--- src/rtl/cadence_gen.sv ---
// Pedal cadence sensor model: drives a square-wave cadence line whose half-period
// is programmable in prescaler ticks, optionally adding contact-bounce glitch
// pairs on every edge so the downstream debouncer gets exercised.
module cadence_gen #(
  parameter int FAST_SIM    = 0,
  parameter int BOUNCE_CLKS = 4
) (
  input  logic        clk,
  input  logic        rst_n,
  input  logic        en,
  input  logic [11:0] half_period,
  input  logic [2:0]  bounce_num,
  output logic        cadence,
  output logic        cadence_rise,
  output logic [7:0]  rev_cnt,
  output logic        busy
);

  localparam int TICK = (FAST_SIM != 0) ? 8 : 1024;
  localparam int TW   = $clog2(TICK);
  localparam int BW   = (BOUNCE_CLKS > 1) ? $clog2(BOUNCE_CLKS) : 1;
  localparam logic [TW-1:0] TICK_LAST = TW'(TICK - 1);
  localparam logic [BW-1:0] BNC_LAST  = BW'(BOUNCE_CLKS - 1);

  typedef enum logic [2:0] {IDLE, BNC_R, HIGH, BNC_F, LOW} state_e;

  state_e       state_q, state_d;
  logic         cad_q, cad_d;
  logic         rise_q, rise_d;
  logic [7:0]   rev_q, rev_d;
  logic [11:0]  hp_q, hp_d;       // latched half-period of the current phase
  logic [11:0]  ph_q, ph_d;       // tick index within the phase, 1..hp
  logic [TW-1:0] tick_q, tick_d;  // prescaler
  logic [2:0]   bn_q, bn_d;       // latched glitch-pair count
  logic [BW-1:0] bcnt_q, bcnt_d;  // clk count within a glitch segment
  logic [3:0]   seg_q, seg_d;     // glitch segment index, 0..2*bn-1

  logic [11:0]  hp_eff;
  logic [3:0]   seg_last;
  logic         enter_bnc_r, enter_high, enter_bnc_f, enter_low;

  assign hp_eff   = (half_period == 12'd0) ? 12'd1 : half_period;
  assign seg_last = {bn_q, 1'b0} - 4'd1;

  assign cadence      = cad_q;
  assign cadence_rise = rise_q;
  assign rev_cnt      = rev_q;
  assign busy         = (state_q != IDLE);

  // State and datapath registers; reset aborts any phase in progress.
  always_ff @(posedge clk or negedge rst_n) begin
    if (!rst_n) begin
      state_q <= IDLE;
      cad_q   <= 1'b0;
      rise_q  <= 1'b0;
      rev_q   <= '0;
      hp_q    <= 12'd1;
      ph_q    <= 12'd1;
      tick_q  <= '0;
      bn_q    <= '0;
      bcnt_q  <= '0;
      seg_q   <= '0;
    end else begin
      state_q <= state_d;
      cad_q   <= cad_d;
      rise_q  <= rise_d;
      rev_q   <= rev_d;
      hp_q    <= hp_d;
      ph_q    <= ph_d;
      tick_q  <= tick_d;
      bn_q    <= bn_d;
      bcnt_q  <= bcnt_d;
      seg_q   <= seg_d;
    end
  end

  // Next-state: decide which state to enter, then apply that state's entry actions.
  always_comb begin
    state_d     = state_q;
    cad_d       = cad_q;
    rise_d      = 1'b0;
    rev_d       = rev_q;
    hp_d        = hp_q;
    ph_d        = ph_q;
    tick_d      = tick_q;
    bn_d        = bn_q;
    bcnt_d      = bcnt_q;
    seg_d       = seg_q;
    enter_bnc_r = 1'b0;
    enter_high  = 1'b0;
    enter_bnc_f = 1'b0;
    enter_low   = 1'b0;

    case (state_q)
      IDLE: begin
        if (en) begin
          if (bounce_num != 3'd0) enter_bnc_r = 1'b1;
          else                    enter_high  = 1'b1;
        end
      end
      BNC_R, BNC_F: begin
        // Glitch segments run on raw clk, not prescaled ticks.
        if (bcnt_q == BNC_LAST) begin
          bcnt_d = '0;
          if (seg_q == seg_last) begin
            if (state_q == BNC_R) enter_high = 1'b1;
            else                  enter_low  = 1'b1;
          end else begin
            seg_d = seg_q + 4'd1;
            cad_d = ~cad_q;
          end
        end else begin
          bcnt_d = bcnt_q + 1'b1;
        end
      end
      HIGH, LOW: begin
        if (tick_q == TICK_LAST) begin
          tick_d = '0;
          if (ph_q == hp_q) begin
            // Last clk of tick hp: phase expires here.
            if (state_q == HIGH) begin
              if (bounce_num != 3'd0) enter_bnc_f = 1'b1;
              else                    enter_low   = 1'b1;
            end else if (en) begin
              if (bounce_num != 3'd0) enter_bnc_r = 1'b1;
              else                    enter_high  = 1'b1;
            end else begin
              state_d = IDLE;
              cad_d   = 1'b0;
            end
          end else begin
            ph_d = ph_q + 12'd1;
          end
        end else begin
          tick_d = tick_q + 1'b1;
        end
      end
      default: begin
        state_d = IDLE;
        cad_d   = 1'b0;
      end
    endcase

    if (enter_bnc_r || enter_bnc_f) begin
      state_d = enter_bnc_r ? BNC_R : BNC_F;
      cad_d   = enter_bnc_r;
      bn_d    = bounce_num;
      bcnt_d  = '0;
      seg_d   = '0;
    end
    if (enter_high || enter_low) begin
      // Prescaler restarts on every phase entry so phase length is exact.
      state_d = enter_high ? HIGH : LOW;
      cad_d   = enter_high;
      rise_d  = enter_high;
      hp_d    = hp_eff;
      ph_d    = 12'd1;
      tick_d  = '0;
      if (enter_high) rev_d = rev_q + 8'd1;
    end
  end

endmodule

--- config.mk ---
export PLATFORM = sky130hd
export DESIGN_NAME = cadence_gen
export DESIGN_NICKNAME = d
export VERILOG_FILES = /design/src/rtl/cadence_gen.sv
export SDC_FILE = /design/constraint.sdc
export NUM_CORES = 1
export LEC_CHECK = 0
export CORE_ASPECT_RATIO = 0.7
export CORE_UTILIZATION = 31
export DETAILED_ROUTE_END_ITERATION = 8
export PLACE_DENSITY = 0.59
export SLEW_MARGIN = 20
export SYNTH_ARGS = -nofsm -noshare
export SYNTH_HDL_FRONTEND = slang
export SYNTH_SLANG_ARGS = --single-unit
--- constraint.sdc ---
create_clock -name clk -period 2.3 [get_ports clk]
set_clock_uncertainty 0.2 [all_clocks]
set_input_delay 0.345 -clock clk [delete_from_list [all_inputs] [get_ports clk]]
set_output_delay 0.345 -clock clk [all_outputs]
set_load 0.05 [all_outputs]
==> results of run 1 <==
-- layout make-up --
class	count	share of cell area, %
Timing Repair Buffer	86	18.7
Multi-Input combinational cell	215	38.9
Tap cell	124	3.76
Inverter	7	0.637
Clock buffer	6	3.12
Clock inverter	2	0.849
Sequential cell	56	34.0
-- logic make-up after synthesis --
logic type	Yosys count
flip-flops	56
buffers and inverters	17
XOR/XNOR	40
adder cells (fa/ha/maj)	6
AO/OA/AOI/OAI	31
multiplexers	19
AND/OR/NAND/NOR	119
-- layer usage --
metal | track usage, % | up-vias | wire, um
met5 | 0 | - | 0
met3 | 2.49 | 7 | 235
met1 | 23.8 | 1151 | 3850
met4 | 3.70 | 0 | 57
li1 | - | 1178 | -
met2 | 21.7 | 49 | 2970
-- worst max-delay path, cell delays in order, from the launching register on --
cell and delay (ps):
dfrtp_1 430, xor2_1 170, nor4_2 390, nand4_2 210
o31a_1 330, o2bb2ai_4 200, clkbuf_16 200, mux2_4 300
-- cell usage after synthesis, types with 7 or more instances --
library cell   n
xor2_1        25
mux2_2        11
xnor2_1       14
nor2_1        40
nand4_1       16
nand2_1       11
nand3_1       13
a21oi_1        7
and3_1         7
dfrtp_1       54
inv_1          7
-- sequential cells by signal, indices dropped and copies added (netlist names) --
register,flops
bcnt_q,2
bn_q,3
state_q,3
cadence,1
ph_q,12
rev_cnt,8
cadence_rise,1
hp_q,12
seg_q,4
tick_q,10
-- per-stage QoR --
step / area, um2 / instances
after CTS: 4020 / 493
after floorplan: 3050 / 288
after detailed placement: 3800 / 480
final: 4130 / 496
after global routing: 4130 / 496
after global placement: 3800 / 480
-- worst paths after layout --
kind | to | slack [ps] | cells after the start | from
setup / recovery | hp_q[9]$_DFFE_PN0N_ | -240 | 7 | ph_q[6]$_DFFE_PN0P_
hold / removal | rev_cnt[7]$_DFFE_PN0P_ | 280 | 1 | rev_cnt[7]$_DFFE_PN0P_
min in group asynchronous | seg_q[0]$_DFFE_PN0P_ | 360 | 2 | rst_n
setup reg to reg | hp_q[9]$_DFFE_PN0N_ | -240 | 7 | ph_q[6]$_DFFE_PN0P_
hold reg to reg | rev_cnt[7]$_DFFE_PN0P_ | 280 | 1 | rev_cnt[7]$_DFFE_PN0P_
max in group asynchronous | ph_q[0]$_DFFE_PN1P_ | 940 | 3 | rst_n
-- power by group through the flow --
stage / logic [W] / clock network (W) / registers (W)
floorplan: 0.0000538 / 0 / 0.00104
global placement: 0.000136 / 0 / 0.00104
detailed placement: 0.000140 / 0 / 0.00104
CTS: 0.000143 / 0.000889 / 0.00102
global route: 0.000163 / 0.000917 / 0.00103
finish: 0.000144 / 0.000872 / 0.00102
-- what timing repair did --
item	4_1_cts	5_1_grt
cloned	0	1
hold buffers	1	0
gates resized for setup	5	15
setup buffers	4	2
endpoints found under the setup margin	50	56
pin swaps	3	2
endpoints found under the hold margin	18	0
==> impl_metrics.tcl, run 1 <==
set metrics [dict create \
    clkSinkCount 56 \
    seqPwrFrac_pct 50.1 \
    status "finished, violations left" \
    finalSetupTns_ps -6340 \
    dp_slack_ps -233 \
    clock_latency_ps 300 \
    synthAdderAreaFrac_pct 2.47 \
    cts_tree "built" \
    io_pins 29 \
    synthArstFlopShare_pct 100 \
    dieArea_mm2 0.0102 \
    via_per_inst 4.81 \
    rows 29 \
    wl_mm 7.11 \
    maxSlewViolCount 0 \
    fin_ws_ps -237 \
    synth_seq_cells 56 \
    fin_crit_sh_pct 110 \
    globalRouteOverflowTotal 0 \
    synth_cell_types 44 \
    maxSlewHeadroom_pct 64.9 \
    critPathRequiredTime_ps 2280 \
    die_w_um 120 \
    whs_ps 277 \
    clkTransAtPathRegs_ps 70 \
    track_usage_pct 15.3 \
    drtIter0Drc 162 \
    synth_compound_area_share_pct 8.38 \
    synth_area_leaders "dfrtp_1 44%, xor2_1 7.2%, nor2_1 4.9%" \
    synthMuxAreaShare_pct 7.36 \
    synth.largest_area_cell "dfrtp_1" \
    syn_to_final_growth_pct 35.6 \
    synth.avg_cell_area_um2 10.6 \
    hold_viol 0 \
    wl_per_cell_um 14.3 \
    regArea_mm2 0.00140 \
    maxCapViolations 0 \
    end_kind "flip-flop" \
    fp.coreArea_mm2 0.00929 \
    cp.arrival_ps 2520 \
    tightest_slew_ps 526 \
    cts_inserted_buffers 5 \
    leakage_nw 1.83 \
    drt_pass1_iterations 4 \
    yosys_warnings 0 \
    netSwitchingFraction_pct 21.5 \
    hold_path.class "reg2reg" \
    start_util_pct 32.8 \
    ys.flop_type "dfrtp_1" \
    failed_checks "setup timing" \
    finalSetupViolCount 44 \
    vias 2385 \
    antennaDiodeCount 0 \
    synth_xor_area_share_pct 12.0 \
    final_util_pct 44.4 \
    fmax_ghz 0.394 \
    synthSimpleGateAreaFrac_pct 20.6 \
    synth_top_area_share_pct 44.4 \
    hpwl_mm 5.02 \
    synth_edf_count 0 \
    die_h_um 84.9 \
    synth_top_family_by_area "simple AND/OR/NAND/NOR gates" \
    grt_max_degree 26 \
    grt_first_pass_wirelength_mm 12.4 \
    antenna_found_initial 0 \
    postSynthCellCount 288 \
    period_needed_ps 2540 \
    port_buffers 28 \
    p_comb_share_pct 7.1 \
    power_density_mw_per_mm2 494 \
    syn_area_mm2 0.00304 \
    clockBufferDepth 2 \
    rsz0062_at_grt "yes" \
    htreeDepth 2 \
    drc_errors 0 \
    worstSetupStartpointType "flip-flop" \
    drive_above_1_share_pct 29.0 \
    clkPwrFrac_pct 42.8 \
    vdd_drop_max_uv 288 \
    total_power_w 0.00204 \
    p_int_w 0.00160 \
    grt_pass1_vias 2529 \
    yosysSeqAreaShare_pct 46.1 \
    place_congestion 0.798 \
    antenna_left 0 \
    multi_input_area_mm2 0.00161 \
    layout_commonest_cell "dfrtp_1" \
    mostFrequentLayoutCells "54 x dfrtp_1, 51 x buf_4, 40 x nor2_1" \
    clock-root-buffer "clkbuf_16" \
    critPathKind "reg2reg" \
    switchingPower_w 0.000438 \
    syn_nets 312 \
    nets 395 \
    fillers 891 \
    path_max_fanout 7 \
]
(Power assumes the default switching activity.)
==> run 2: changes to the inputs <==
REMOVE_ABC_BUFFERS = 1   (was unset)
==> run 2 against run 1 <==
  * The flow still finishes with violations (setup timing)
  * Combinational power up 6%
  * Power down 4.0%
  * Die area unchanged
  * Cell area unchanged
  * Sequential share of layout area unchanged
  * Critical path type unchanged
==> impl_metrics.tcl, run 2 (same netlist as run 1, synthesis figures left out) <==
set metrics [dict create \
    status "finished, violations left" \
    failed_checks "setup timing" \
    place_inst 480 \
    fin_ws_ps -219 \
    hold_viol 0 \
    power_density_mw_per_mm2 474 \
    track_usage_pct 15.3 \
    cp.arrival_ps 2490 \
    drtIter0Drc 120 \
    mostFrequentLayoutCells "54 x dfrtp_1, 48 x buf_4, 40 x nor2_1" \
    drive_above_1_share_pct 28.6 \
    die_w_um 120 \
    syn_to_final_growth_pct 35.6 \
    via_per_inst 4.79 \
    tightest_slew_ps 611 \
    clock_latency_ps 300 \
    p_int_w 0.00152 \
    maxSlewHeadroom_pct 59.3 \
    startpoint "hp_q[5]$_DFFE_PN0N_" \
    path_max_fanout 17 \
    worstSetupStartpointType "flip-flop" \
    critPathKind "reg2reg" \
    switchingPower_w 0.000431 \
    min_path_cells 1 \
    place_congestion 0.807 \
    rsz0062_at_grt "yes" \
    slowest_stage "nor4_4" \
    io_pins 29 \
    clkPwrFrac_pct 40.0 \
    hold_end "rev_cnt[7]$_DFFE_PN0P_" \
    antenna_left 0 \
    r2r_cells 7 \
    maxSlewViolCount 0 \
    antenna_found_initial 0 \
    start_util_pct 32.8 \
    slowest_delay_ps 410 \
    grt_pass1_vias 2475 \
    cts_tree "built" \
    final_util_pct 44.4 \
    critPathBufInv 1 \
    grt_first_pass_wirelength_mm 12.3 \
    wl_per_cell_um 14.7 \
    layout_commonest_cell "dfrtp_1" \
    clockBufferDepth 2 \
    vias 2366 \
    whs_ps 275 \
    p_comb_share_pct 7.8 \
    nets 393 \
    rows 29 \
    drc_errors 0 \
    finalSetupViolCount 42 \
    end_kind "flip-flop" \
    dieArea_mm2 0.0102 \
    clock-root-buffer "clkbuf_16" \
    crit_family "simple AND/OR/NAND/NOR gates" \
    port_buffers 28 \
    fin_crit_sh_pct 110 \
    fmax_ghz 0.397 \
    period_needed_ps 2520 \
    fp.coreArea_mm2 0.00929 \
    htreeDepth 2 \
    total_power_w 0.00196 \
    grt_max_degree 25 \
    antennaDiodeCount 0 \
    wl_mm 7.28 \
    rr_endpoint "hp_q[1]$_DFFE_PN0N_" \
    reg_top3 "hp_q (12), ph_q (12), tick_q (10)" \
    clkTransAtPathRegs_ps 70 \
    maxCapViolations 0 \
    finalNonFillerCells 494 \
    die_h_um 84.9 \
    cts_inserted_buffers 5 \
    hold_path.class "reg2reg" \
    cp.depth 7 \
    globalRouteOverflowTotal 0 \
    drt_pass1_iterations 4 \
    r2r_slack_ps -220 \
    crit_chain "xor2_1 > nor4_4 > nand4_4 > o31a_1 > o2bb2ai_4 > buf_12 > mux2_2" \
    netSwitchingFraction_pct 22.1 \
    vdd_drop_max_uv 282 \
    regToRegStartpoint "hp_q[5]$_DFFE_PN0N_" \
    min_from "rev_cnt[7]$_DFFE_PN0P_" \
    seqPwrFrac_pct 52.2 \
    critPathRequiredTime_ps 2270 \
    leakage_nw 1.82 \
    hpwl_mm 5.31 \
    clkSinkCount 56 \
]
[run 2: metal layers]
layer	wire length, um	track usage (%)
met1	3750	22.6
met5	0	0
met3	256	3.36
met4	116	4.71
met2	3150	22.3
[run 2: timing repair]
item	in CTS	in global routing
setup endpoints to repair	55	55
pin swaps	7	4
hold endpoints to repair	20	0
buffers inserted	5	1
resized for setup	19	8
hold buffers	1	0
[run 2: worst max-delay path by stage]
stage | to | slack (ps)
finish | hp_q[1]$_DFFE_PN0N_ | -220
global route | hp_q[1]$_DFFE_PN0N_ | -300
CTS | hp_q[1]$_DFFE_PN0N_ | -250
detailed placement | hp_q[1]$_DFFE_PN0N_ | -350
global placement | hp_q[4]$_DFFE_PN0N_ | -290
floorplan | hp_q[1]$_DFFE_PN0N_ | -410
[run 2: cell type report]
type / instances / area [um2]
Fill cell: 923 / 5160
Clock buffer: 8 / 146
Sequential cell: 56 / 1400
Multi-Input combinational cell: 215 / 1640
Inverter: 7 / 26.3
Timing Repair Buffer: 84 / 752
Tap cell: 124 / 155
[run 2: power by group through the flow]
stage               clock [W]  sequential (W)  combinational (W)
CTS                  0.000810         0.00102           0.000153
finish               0.000782         0.00102           0.000153
global route         0.000836         0.00102           0.000172
global placement            0         0.00104           0.000135
detailed placement          0         0.00104           0.000139
floorplan                   0         0.00104          0.0000536
[run 2: through the flow]
stage / setup TNS [ps] / area (um2) / setup slack, ps
global route: -9870 / 4130 / -301
CTS: -5760 / 4090 / -252
floorplan: -7790 / 2970 / -413
global placement: -9220 / 3800 / -293
finish: -4660 / 4130 / -219
detailed placement: -11220 / 3800 / -350
==> run 3: changes to the inputs <==
CELL_PAD_IN_SITES_DETAIL_PLACEMENT = 0   (was unset)
CELL_PAD_IN_SITES_GLOBAL_PLACEMENT = 1   (was unset)
PLACE_DENSITY = 0.69   (was 0.59)
==> run 3 against run 2 <==
  * The run still ends with setup timing left
  * Die area unchanged
  * Via count about the same
  * Combinational power down 4%
  * Sequential power about the same
  * Fmax down 1.2%
  * Power up 4.4%
  * Register-to-register slack worse by 30 ps
  * Global-route usage up 0.078 points
  * Non-clock buffer count unchanged
  * Hold slack worse by 1.3 ps
  * Cell area up 1.5%
  * Count of clock-buffer cells in the layout down 2
  * Critical path type unchanged
  * Critical endpoint is now hp_q[5]$_DFFE_PN0N_
==> impl_metrics.tcl, run 3 (same netlist as run 1, synthesis figures left out) <==
set metrics [dict create \
    clkSinkCount 56 \
    drive_above_1_share_pct 29.5 \
    min_path_cells 1 \
    antenna_found_initial 0 \
    finalSetupTns_ps -5860 \
    syn_to_final_growth_pct 37.6 \
    final_util_pct 45.1 \
    path_max_fanout 8 \
    fillers 896 \
    dp_slack_ps -243 \
    leakage_nw 1.84 \
    fin_ws_ps -250 \
    track_usage_pct 15.4 \
    cts_tree "built" \
    r2r_slack_ps -250 \
    reg_top3 "hp_q (12), ph_q (12), tick_q (10)" \
    maxSlewViolCount 0 \
    grt_pass1_vias 2447 \
    rows 29 \
    period_needed_ps 2550 \
    clock-root-buffer "clkbuf_16" \
    layout_commonest_cell "dfrtp_1" \
    fin_crit_sh_pct 111 \
    maxCapViolations 0 \
    wl_per_cell_um 14.5 \
    wl_mm 7.18 \
    drtIter0Drc 79 \
    die_w_um 120 \
    mostFrequentLayoutCells "54 x dfrtp_1, 47 x buf_4, 35 x nor2_1" \
    die_h_um 84.9 \
    clkTransAtPathRegs_ps 70 \
    dieArea_mm2 0.0102 \
    globalRouteOverflowTotal 0 \
    htreeDepth 2 \
    power_density_mw_per_mm2 488 \
    maxSlewHeadroom_pct 63.5 \
    failed_checks "setup timing" \
    seqPwrFrac_pct 50.0 \
    vias 2367 \
    grt_first_pass_wirelength_mm 12.2 \
    netSwitchingFraction_pct 21.7 \
    hold_viol 0 \
    r2r_cells 7 \
    tightest_slew_ps 548 \
    worstSetupStartpointType "flip-flop" \
    critPathRequiredTime_ps 2290 \
    p_comb_share_pct 7.2 \
    place_congestion 0.763 \
    fmax_ghz 0.392 \
    grt_max_degree 37 \
    antennaDiodeCount 0 \
    switchingPower_w 0.000444 \
    drt_pass1_iterations 4 \
    total_power_w 0.00204 \
    clockBufferDepth 2 \
    status "finished, violations left" \
    hpwl_mm 5.08 \
    vdd_drop_max_uv 274 \
    port_buffers 28 \
    clock_latency_ps 300 \
    drc_errors 0 \
    critPathKind "reg2reg" \
    rsz0062_at_grt "yes" \
    finalSetupViolCount 36 \
    end_kind "flip-flop" \
    cp.arrival_ps 2540 \
    hold_path.class "reg2reg" \
    via_per_inst 4.79 \
    nets 393 \
    antenna_left 0 \
    cts_inserted_buffers 5 \
    io_pins 29 \
    start_util_pct 32.8 \
    fp.coreArea_mm2 0.00929 \
    clkPwrFrac_pct 42.8 \
    p_int_w 0.00160 \
]
## run 3: critical path, stage by stage, from the launching register on
cell and delay [ps]:
dfrtp_1 420, xor2_2 210, nor4_4 320, nand4_2 220, o31a_1 350, o2bb2ai_4 210, buf_12 170, mux2_2 340
## run 3: final timing paths
| kind | from | to |
|---|---|---|
| setup reg to reg | hp_q[1]$_DFFE_PN0N_ | hp_q[5]$_DFFE_PN0N_ |
| setup / recovery | hp_q[1]$_DFFE_PN0N_ | hp_q[5]$_DFFE_PN0N_ |
| min in group asynchronous | rst_n | tick_q[6]$_DFFE_PN0P_ |
| hold reg to reg | rev_cnt[7]$_DFFE_PN0P_ | rev_cnt[7]$_DFFE_PN0P_ |
| max in group asynchronous | rst_n | ph_q[0]$_DFFE_PN1P_ |
| hold / removal | rev_cnt[7]$_DFFE_PN0P_ | rev_cnt[7]$_DFFE_PN0P_ |
## run 3: power groups by stage
stage	Combinational [W]	Clock (W)	Sequential (W)
2_1_floorplan	0.0000536	0	0.00104
5_1_grt	0.000162	0.000945	0.00102
3_5_place_dp	0.000134	0	0.00104
6_report	0.000147	0.000874	0.00102
4_1_cts	0.000147	0.000899	0.00102
3_3_place_gp	0.000132	0	0.00104
## run 3: layer usage
layer	up-vias	wire, um	GRT usage [%]
li1	1174	-	-
met1	1149	3930	23.8
met2	35	2880	20.8
met3	9	299	4.03
met4	0	74	4.04
met5	-	0	0
## run 3: cell type report
class                   count  area, um2  area share [%]
clock buffers               6        129            3.08
multi-input cells         215       1660            39.6
flip-flops and latches     56       1400            33.5
clock inverters             2       35.0           0.836
inverters                   7       26.3           0.627
well taps                 124        155            3.70
repair buffers             84        782            18.7
## run 3: stage by stage
stage	hold WS, ps	cells	cell area, um2
6_report	274	494	4190
2_1_floorplan	-151	278	2970
4_1_cts	284	492	4060
5_1_grt	314	494	4190
3_3_place_gp	154	476	3780
3_5_place_dp	168	476	3780
## run 3: what timing repair did
item,CTS,global route
pin swaps,5,9
setup buffers,8,5
endpoints found under the setup margin,38,55
hold buffers,1,0
resized for setup,12,23
cloned,0,1
endpoints found under the hold margin,20,0
